<file path="src/rtl/montgomery_reduce_pipe_pkg.sv">
// Shared constants, stage-enable bundle and width helper for the Montgomery
// reduction pipeline (range checking is enabled with MONT_RANGE_CHK_EN).
package mont_pkg;

  // Kyber: N = 3329, R = 12, N_PRIME = -N^-1 mod 2^12
  localparam int unsigned     KYBER_NW      = 12;
  localparam longint unsigned KYBER_N       = 64'd3329;
  localparam int unsigned     KYBER_R       = 12;
  localparam longint unsigned KYBER_N_PRIME = 64'd3327;

  // Dilithium: N = 2^23 - 2^13 + 1, two common Montgomery exponents
  localparam int unsigned     DIL_NW          = 23;
  localparam longint unsigned DIL_N           = 64'd8380417;
  localparam int unsigned     DIL_R23         = 23;
  localparam longint unsigned DIL_N_PRIME_R23 = 64'd8380415;
  localparam int unsigned     DIL_R32         = 32;
  localparam longint unsigned DIL_N_PRIME_R32 = 64'd4236238847;

  typedef struct packed {
    logic s1;
    logic s2;
    logic s3;
    logic s4;
  } stage_en_t;

  function automatic int unsigned xw(input int unsigned nw, input int unsigned r);
    return nw + r;
  endfunction

endpackage

</file>
<file path="src/rtl/montgomery_reduce_pipe_lane.sv">
// One lane of the four-stage Montgomery datapath, y = X * 2^-R mod N.
// Stage loads come from the parent's handshake; MONT_RANGE_CHK_EN adds err.
module mont_lane
  import mont_pkg::*;
#(
  parameter int unsigned     NW      = KYBER_NW,
  parameter longint unsigned N       = KYBER_N,
  parameter int unsigned     R       = KYBER_R,
  parameter longint unsigned N_PRIME = KYBER_N_PRIME,
  parameter int unsigned     XW      = NW + R
) (
  input  logic          clk,
  input  logic          rst,
  input  stage_en_t     en,
  input  logic [XW-1:0] x,
  output logic [NW-1:0] y
`ifdef MONT_RANGE_CHK_EN
  ,
  output logic          err
`endif
);

  localparam logic [NW-1:0] N_V  = NW'(N);
  localparam logic [R-1:0]  NP_V = R'(N_PRIME);

  logic [XW-1:0] x1_q, x1_d;
  logic [R-1:0]  m_q, m_d;
  logic [XW-1:0] x2_q, x2_d;
  logic [XW-1:0] t_q, t_d;
  logic [XW:0]   u_q, u_d;
  logic [NW-1:0] y_q, y_d;
  logic [NW:0]   s;
  logic [NW-1:0] s_sub;

`ifdef MONT_RANGE_CHK_EN
  localparam logic [XW-1:0] X_LIMIT = {N_V, {R{1'b0}}};
  logic e1_q, e1_d;
  logic e2_q, e2_d;
  logic e3_q, e3_d;
  logic e4_q, e4_d;
`endif

  always_comb begin
    x1_d = x1_q;
    m_d  = m_q;
    x2_d = x2_q;
    t_d  = t_q;
    u_d  = u_q;
    y_d  = y_q;

    // only the low R bits of X matter for m mod 2^R
    if (en.s1) begin
      x1_d = x;
      m_d  = x[R-1:0] * NP_V;
    end

    if (en.s2) begin
      x2_d = x1_q;
      t_d  = XW'(m_q) * XW'(N_V);
    end

    if (en.s3) begin
      u_d = {1'b0, x2_q} + {1'b0, t_q};
    end

    // low R bits of u are zero by construction; s < 2N for in-range X
    s     = (NW + 1)'(u_q >> R);
    s_sub = NW'(s - {1'b0, N_V});

    if (en.s4) begin
      y_d = (s >= {1'b0, N_V}) ? s_sub : s[NW-1:0];
`ifdef MONT_RANGE_CHK_EN
      if (e3_q) begin
        y_d = '0;
      end
`endif
    end
  end

  always_ff @(posedge clk) begin
    if (rst) begin
      x1_q <= '0;
      m_q  <= '0;
      x2_q <= '0;
      t_q  <= '0;
      u_q  <= '0;
      y_q  <= '0;
    end else begin
      x1_q <= x1_d;
      m_q  <= m_d;
      x2_q <= x2_d;
      t_q  <= t_d;
      u_q  <= u_d;
      y_q  <= y_d;
    end
  end

  assign y = y_q;

`ifdef MONT_RANGE_CHK_EN
  always_comb begin
    e1_d = e1_q;
    e2_d = e2_q;
    e3_d = e3_q;
    e4_d = e4_q;
    if (en.s1) e1_d = (x >= X_LIMIT);
    if (en.s2) e2_d = e1_q;
    if (en.s3) e3_d = e2_q;
    if (en.s4) e4_d = e3_q;
  end

  always_ff @(posedge clk) begin
    if (rst) begin
      e1_q <= 1'b0;
      e2_q <= 1'b0;
      e3_q <= 1'b0;
      e4_q <= 1'b0;
    end else begin
      e1_q <= e1_d;
      e2_q <= e2_d;
      e3_q <= e3_d;
      e4_q <= e4_d;
    end
  end

  assign err = e4_q;
`endif

endmodule

</file>
<file path="src/rtl/montgomery_reduce_pipe.sv">
// Multi-lane Montgomery reduction pipeline: shared valid/ready handshake with
// per-stage bubble collapsing. Define MONT_RANGE_CHK_EN to get out_err.
module montgomery_reduce_pipe
  import mont_pkg::*;
#(
  parameter int unsigned     NW      = KYBER_NW,
  parameter longint unsigned N       = KYBER_N,
  parameter int unsigned     R       = KYBER_R,
  parameter longint unsigned N_PRIME = KYBER_N_PRIME,
  parameter int unsigned     LANES   = 1
) (
  input  logic                         clk,
  input  logic                         rst,
  input  logic                         in_valid,
  output logic                         in_ready,
  input  logic [LANES*xw(NW, R)-1:0]   in_x,
  output logic                         out_valid,
  input  logic                         out_ready,
  output logic [LANES*NW-1:0]          out_y
`ifdef MONT_RANGE_CHK_EN
  ,
  output logic [LANES-1:0]             out_err
`endif
);

  localparam int unsigned XW = xw(NW, R);

  logic v1_q, v1_d;
  logic v2_q, v2_d;
  logic v3_q, v3_d;
  logic v4_q, v4_d;
  logic adv1, adv2, adv3, adv4;
  logic accept;
  stage_en_t en;

  // A stage moves when it is empty or its successor moves, so bubbles collapse
  always_comb begin
    adv4   = !v4_q || out_ready;
    adv3   = !v3_q || adv4;
    adv2   = !v2_q || adv3;
    adv1   = !v1_q || adv2;
    accept = in_valid && adv1;

    v1_d = adv1 ? accept : v1_q;
    v2_d = adv2 ? v1_q   : v2_q;
    v3_d = adv3 ? v2_q   : v3_q;
    v4_d = adv4 ? v3_q   : v4_q;

    en.s1 = accept;
    en.s2 = adv2 && v1_q;
    en.s3 = adv3 && v2_q;
    en.s4 = adv4 && v3_q;
  end

  always_ff @(posedge clk) begin
    if (rst) begin
      v1_q <= 1'b0;
      v2_q <= 1'b0;
      v3_q <= 1'b0;
      v4_q <= 1'b0;
    end else begin
      v1_q <= v1_d;
      v2_q <= v2_d;
      v3_q <= v3_d;
      v4_q <= v4_d;
    end
  end

  assign in_ready  = adv1;
  assign out_valid = v4_q;

  for (genvar i = 0; i < int'(LANES); i++) begin : g_lane
    mont_lane #(
      .NW      (NW),
      .N       (N),
      .R       (R),
      .N_PRIME (N_PRIME),
      .XW      (XW)
    ) u_lane (
      .clk (clk),
      .rst (rst),
      .en  (en),
      .x   (in_x[i*XW +: XW]),
      .y   (out_y[i*NW +: NW])
`ifdef MONT_RANGE_CHK_EN
      ,
      .err (out_err[i])
`endif
    );
  end

endmodule

</file>
<file path="config.mk">
export PLATFORM = sky130hd
export DESIGN_NAME = montgomery_reduce_pipe
export DESIGN_NICKNAME = d
export VERILOG_FILES = /design/src/rtl/montgomery_reduce_pipe_pkg.sv /design/src/rtl/montgomery_reduce_pipe_lane.sv /design/src/rtl/montgomery_reduce_pipe.sv
export SDC_FILE = /design/constraint.sdc
export NUM_CORES = 1
export LEC_CHECK = 0
export BUFFER_PORTS_ARGS = -buffer_cell sky130_fd_sc_hd__buf_4
export CAP_MARGIN = 20
export CORE_MARGIN = 1
export CORE_UTILIZATION = 56
export CTS_CLUSTER_DIAMETER = 30
export CTS_CLUSTER_SIZE = 14
export DETAILED_ROUTE_END_ITERATION = 8
export PLACE_DENSITY = 0.84
export SETUP_SLACK_MARGIN = 0.1
export SYNTH_ARGS = -nofsm -noshare
export SYNTH_HDL_FRONTEND = slang
export SYNTH_SLANG_ARGS = --single-unit
</file>
<file path="constraint.sdc">
create_clock -name clk -period 10.5 [get_ports clk]
set_input_delay 0.525 -clock clk [delete_from_list [all_inputs] [get_ports clk]]
set_output_delay 0.525 -clock clk [all_outputs]
set_load 0.1 [all_outputs]
</file>
==> results.py <==
metrics = {
    "floorplanning": {
        "core_area_um2": 13400,
        "die-area_um2": 14400,
        "start_util": 0.582,
        "fp.dieW_um": 120,
        "dieHeight_um": 120,
        "rows": 42,
        "io_pins": 42,
    },
    "status": {
        "status": "finished clean",
    },
    "synthesis": {
        "yosysWarnings": 0,
        "netlist_instances": 912,
        "post_synth.cell_area_avg_um2": 8.55,
        "synth_area_leaders": "dfxtp_1, ha_1, fa_1, nand2_1, a21oi_1",
        "yosysSeqAreaShare": 0.285,
        "ys_types": 48,
        "synth_top_area_cell": "dfxtp_1",
        "ys_ff_latch": 111,
        "synth.cell_area_um2": 7800,
        "yosysMostFrequentCell": "nand2_1",
        "synth_edf_count": 0,
        "synthArstFlopShare": 0,
        "syn_nets": 1105,
        "synth_top_area_frac": 0.285,
        "ys.flop_type": "dfxtp_1",
        "synth_common_cells": "nand2_1, ha_1, dfxtp_1",
    },
    "sta": {
        "hold_viol": 0,
        "drv_slew": 0,
        "fin_skew_ns": 0.0104,
        "rsz0062_at_grt": "no",
        "setup_tns_ns": 0,
        "min_period_ns": 4.47,
        "tightest_slew_ns": 0.777,
        "period_share": 0.426,
        "setup_viol": 0,
        "max_clock_freq_ghz": 0.224,
        "relSlewSlack": 0.482,
    },
    "grt": {
        "grt_pass1_wl_um": 27400,
        "grt_pass1_vias": 6128,
        "track_usage": 0.236,
        "grt_max_degree": 79,
        "overflow": 0,
        "antenna_found_initial": 0,
    },
    "drt": {
        "routedWlPerCell_um": 14.2,
        "wirelength_um": 15900,
        "drc": 0,
        "num_vias": 6202,
        "ant_nets": 0,
        "firstDrtPassIters": 5,
        "via_per_inst": 5.55,
        "drt_iter0_markers": 401,
    },
    "power": {
        "power.total_mw": 1.68,
        "ir_worst_vdd_mv": 0.122,
        "power_density_nw_per_um2": 196,
        "p_sw_frac": 0.395,
        "power.clock.fraction": 0.201,
        "p_sw_mw": 0.664,
        "power.static_leakage_nw": 4.07,
        "p_int_mw": 1.02,
        "comb_power_share": 0.505,
        "pwr-share-seq": 0.294,
    },
    "placed_design": {
        "dp_hpwl_um": 12000,
        "portBuffers": 41,
        "gp_congestion": 0.845,
    },
    "clocking": {
        "numCtsBuffers": 9,
        "clkSinkCount": 111,
        "ctsHoldBuffers": 0,
        "clk_pin_slew_ns": 0.08,
        "clock_latency_ns": 0.35,
        "tritoncts": "built",
        "postCtsSetupRepairBufs": 0,
        "cts_root_buffer": "clkbuf_16",
        "cts_resized": 0,
        "clock_path_buffers": 2,
        "cts-htree-levels": 3,
    },
    "worst_setup_path": {
        "path_depth": 16,
        "cp.required_ns": 10.77,
        "slowest_delay_ns": 0.50,
        "cp-start-kind": "flip-flop",
        "cp_data_arrival_time_ns": 4.74,
        "r2r_cells": 16,
        "crit_path_end_kind": "flip-flop",
        "crit_family": "adder cells",
        "crit_buf_inv": 2,
        "path_cells": "ha_1 > inv_1 > fa_1 > inv_1 > ha_1 > ha_1 > ha_1 > ha_1 > a21o_1 > a21o_1 > a2111oi_2 > nor2_1 > a311o_1 > a21o_1 > a211o_1 > o211ai_1",
        "cp_max_fo": 5,
        "path_class": "reg -> reg",
        "crit_slowest_cell": "fa_1",
        "crit_path_frequent_cell": "ha_1",
    },
    "cells_and_area": {
        "areaGrowthSynthToFinish_pct": 9.66,
        "num_antenna_cells": 0,
        "drive_gt1_frac": 0.0711,
        "nFillCells": 1109,
        "finalNetCount": 1130,
    },
    "job": {
        "max-cap-violations": 0,
    },
    "worst_hold_path": {
        "hold_class": "in -> reg",
        "hold_depth": 3,
    },
}
-- worst reg2reg max path, stage by stage, from the launching register on --
cell,delay [ns]
dfxtp_1,0.37
ha_1,0.30
inv_1,0.05
fa_1,0.50
inv_1,0.05
ha_1,0.28
ha_1,0.29
ha_1,0.29
ha_1,0.35
a21o_1,0.19
a21o_1,0.23
a2111oi_2,0.38
nor2_1,0.11
a311o_1,0.39
a21o_1,0.20
a211o_1,0.29
o211ai_1,0.10
-- final timing paths --
check / to / slack, ns / startpoint
worst max-delay path: g_lane[0].u_lane.t_q[22] / 6.03 / g_lane[0].u_lane.m_q[1]
worst min-delay path: g_lane[0].u_lane.x1_q[19] / 0.41 / in_x[19]
worst max register to register: g_lane[0].u_lane.t_q[22] / 6.03 / g_lane[0].u_lane.m_q[1]
worst min register to register: g_lane[0].u_lane.x1_q[16] / 0.46 / g_lane[0].u_lane.x1_q[16]
-- power groups by stage --
stage               Combinational (mW)  Clock, mW  Sequential, mW
floorplan                        0.676          0           0.499
global placement                 0.815          0           0.502
detailed placement               0.849          0           0.503
CTS                              0.857      0.341           0.493
global route                     0.985      0.356           0.498
finish                           0.848      0.338           0.494
-- through the flow --
stage,cells,setup slack (ns),utilization,instance area (um2),hold slack [ns]
final,1118,6.03,0.638,8550,0.408
after global routing,1118,5.80,0.638,8550,0.408
after CTS,1118,6.05,0.638,8550,0.406
after detailed placement,1102,6.01,0.617,8260,0.444
after global placement,1102,6.12,0.617,8260,0.439
after floorplan,912,6.37,-,7800,0.432
-- kinds of logic (layout without fill, tap and decap cells) --
kind of cell	Yosys count	after routing	share of synthesized area
AO/OA/AOI/OAI	180	180	0.142
XOR/XNOR	54	54	0.0606
adder cells (fa/ha/maj)	165	165	0.301
buffers and inverters	133	163	0.0640
flip-flops	111	111	0.285
multiplexers	3	3	0.00385
AND/OR/NAND/NOR	266	266	0.143
-- metal layers --
layer / part of all wire / vias to the layer above / GRT usage
met3: 0.034 / 36 / 0.0399
met4: 0.023 / 0 / 0.0828
met5: 0 / - / 0
met2: 0.49 / 127 / 0.414
li1: - / 3082 / -
met1: 0.45 / 2957 / 0.289
-- layout by cell type, fill, tap and decap left out, drive strengths merged, types with 2 or more instances in the layout --
master  instances
a211o           3
a211oi         16
a21o           11
a21oi         108
a22o            4
a311oi          3
a31oi           4
and2            4
buf            47
clkbuf         11
dfxtp         111
fa             38
ha            127
inv           104
mux2i           3
nand2         176
nand2b          5
nand3           3
nand3b          4
nand4           3
nor2           41
nor2b          11
nor3            9
nor3b           2
o211ai          4
o21a            3
o21ai          12
o21bai          2
o41ai           2
or3             4
xnor2          39
xor2           15
-- cell type report --
class / count / area [um2] / share of cell area
clock inverters: 5 / 46.3 / 0.00541
flip-flops and latches: 111 / 2220 / 0.260
inverters: 100 / 375 / 0.0439
multi-input cells: 668 / 5090 / 0.596
repair buffers: 47 / 353 / 0.0413
clock buffers: 11 / 243 / 0.0284
well taps: 176 / 220 / 0.0257
-- state kept, by name, summed over array words and instances (netlist names) --
signal,flops
g_lane.u_lane.t_q,24
v2_q,1
g_lane.u_lane.x2_q,23
out_valid,1
v1_q,1
g_lane.u_lane.y,12
g_lane.u_lane.m_q,12
g_lane.u_lane.x1_q,23
g_lane.u_lane.u_q,13
v3_q,1
Note: power is estimated with default switching activity, not from simulation.
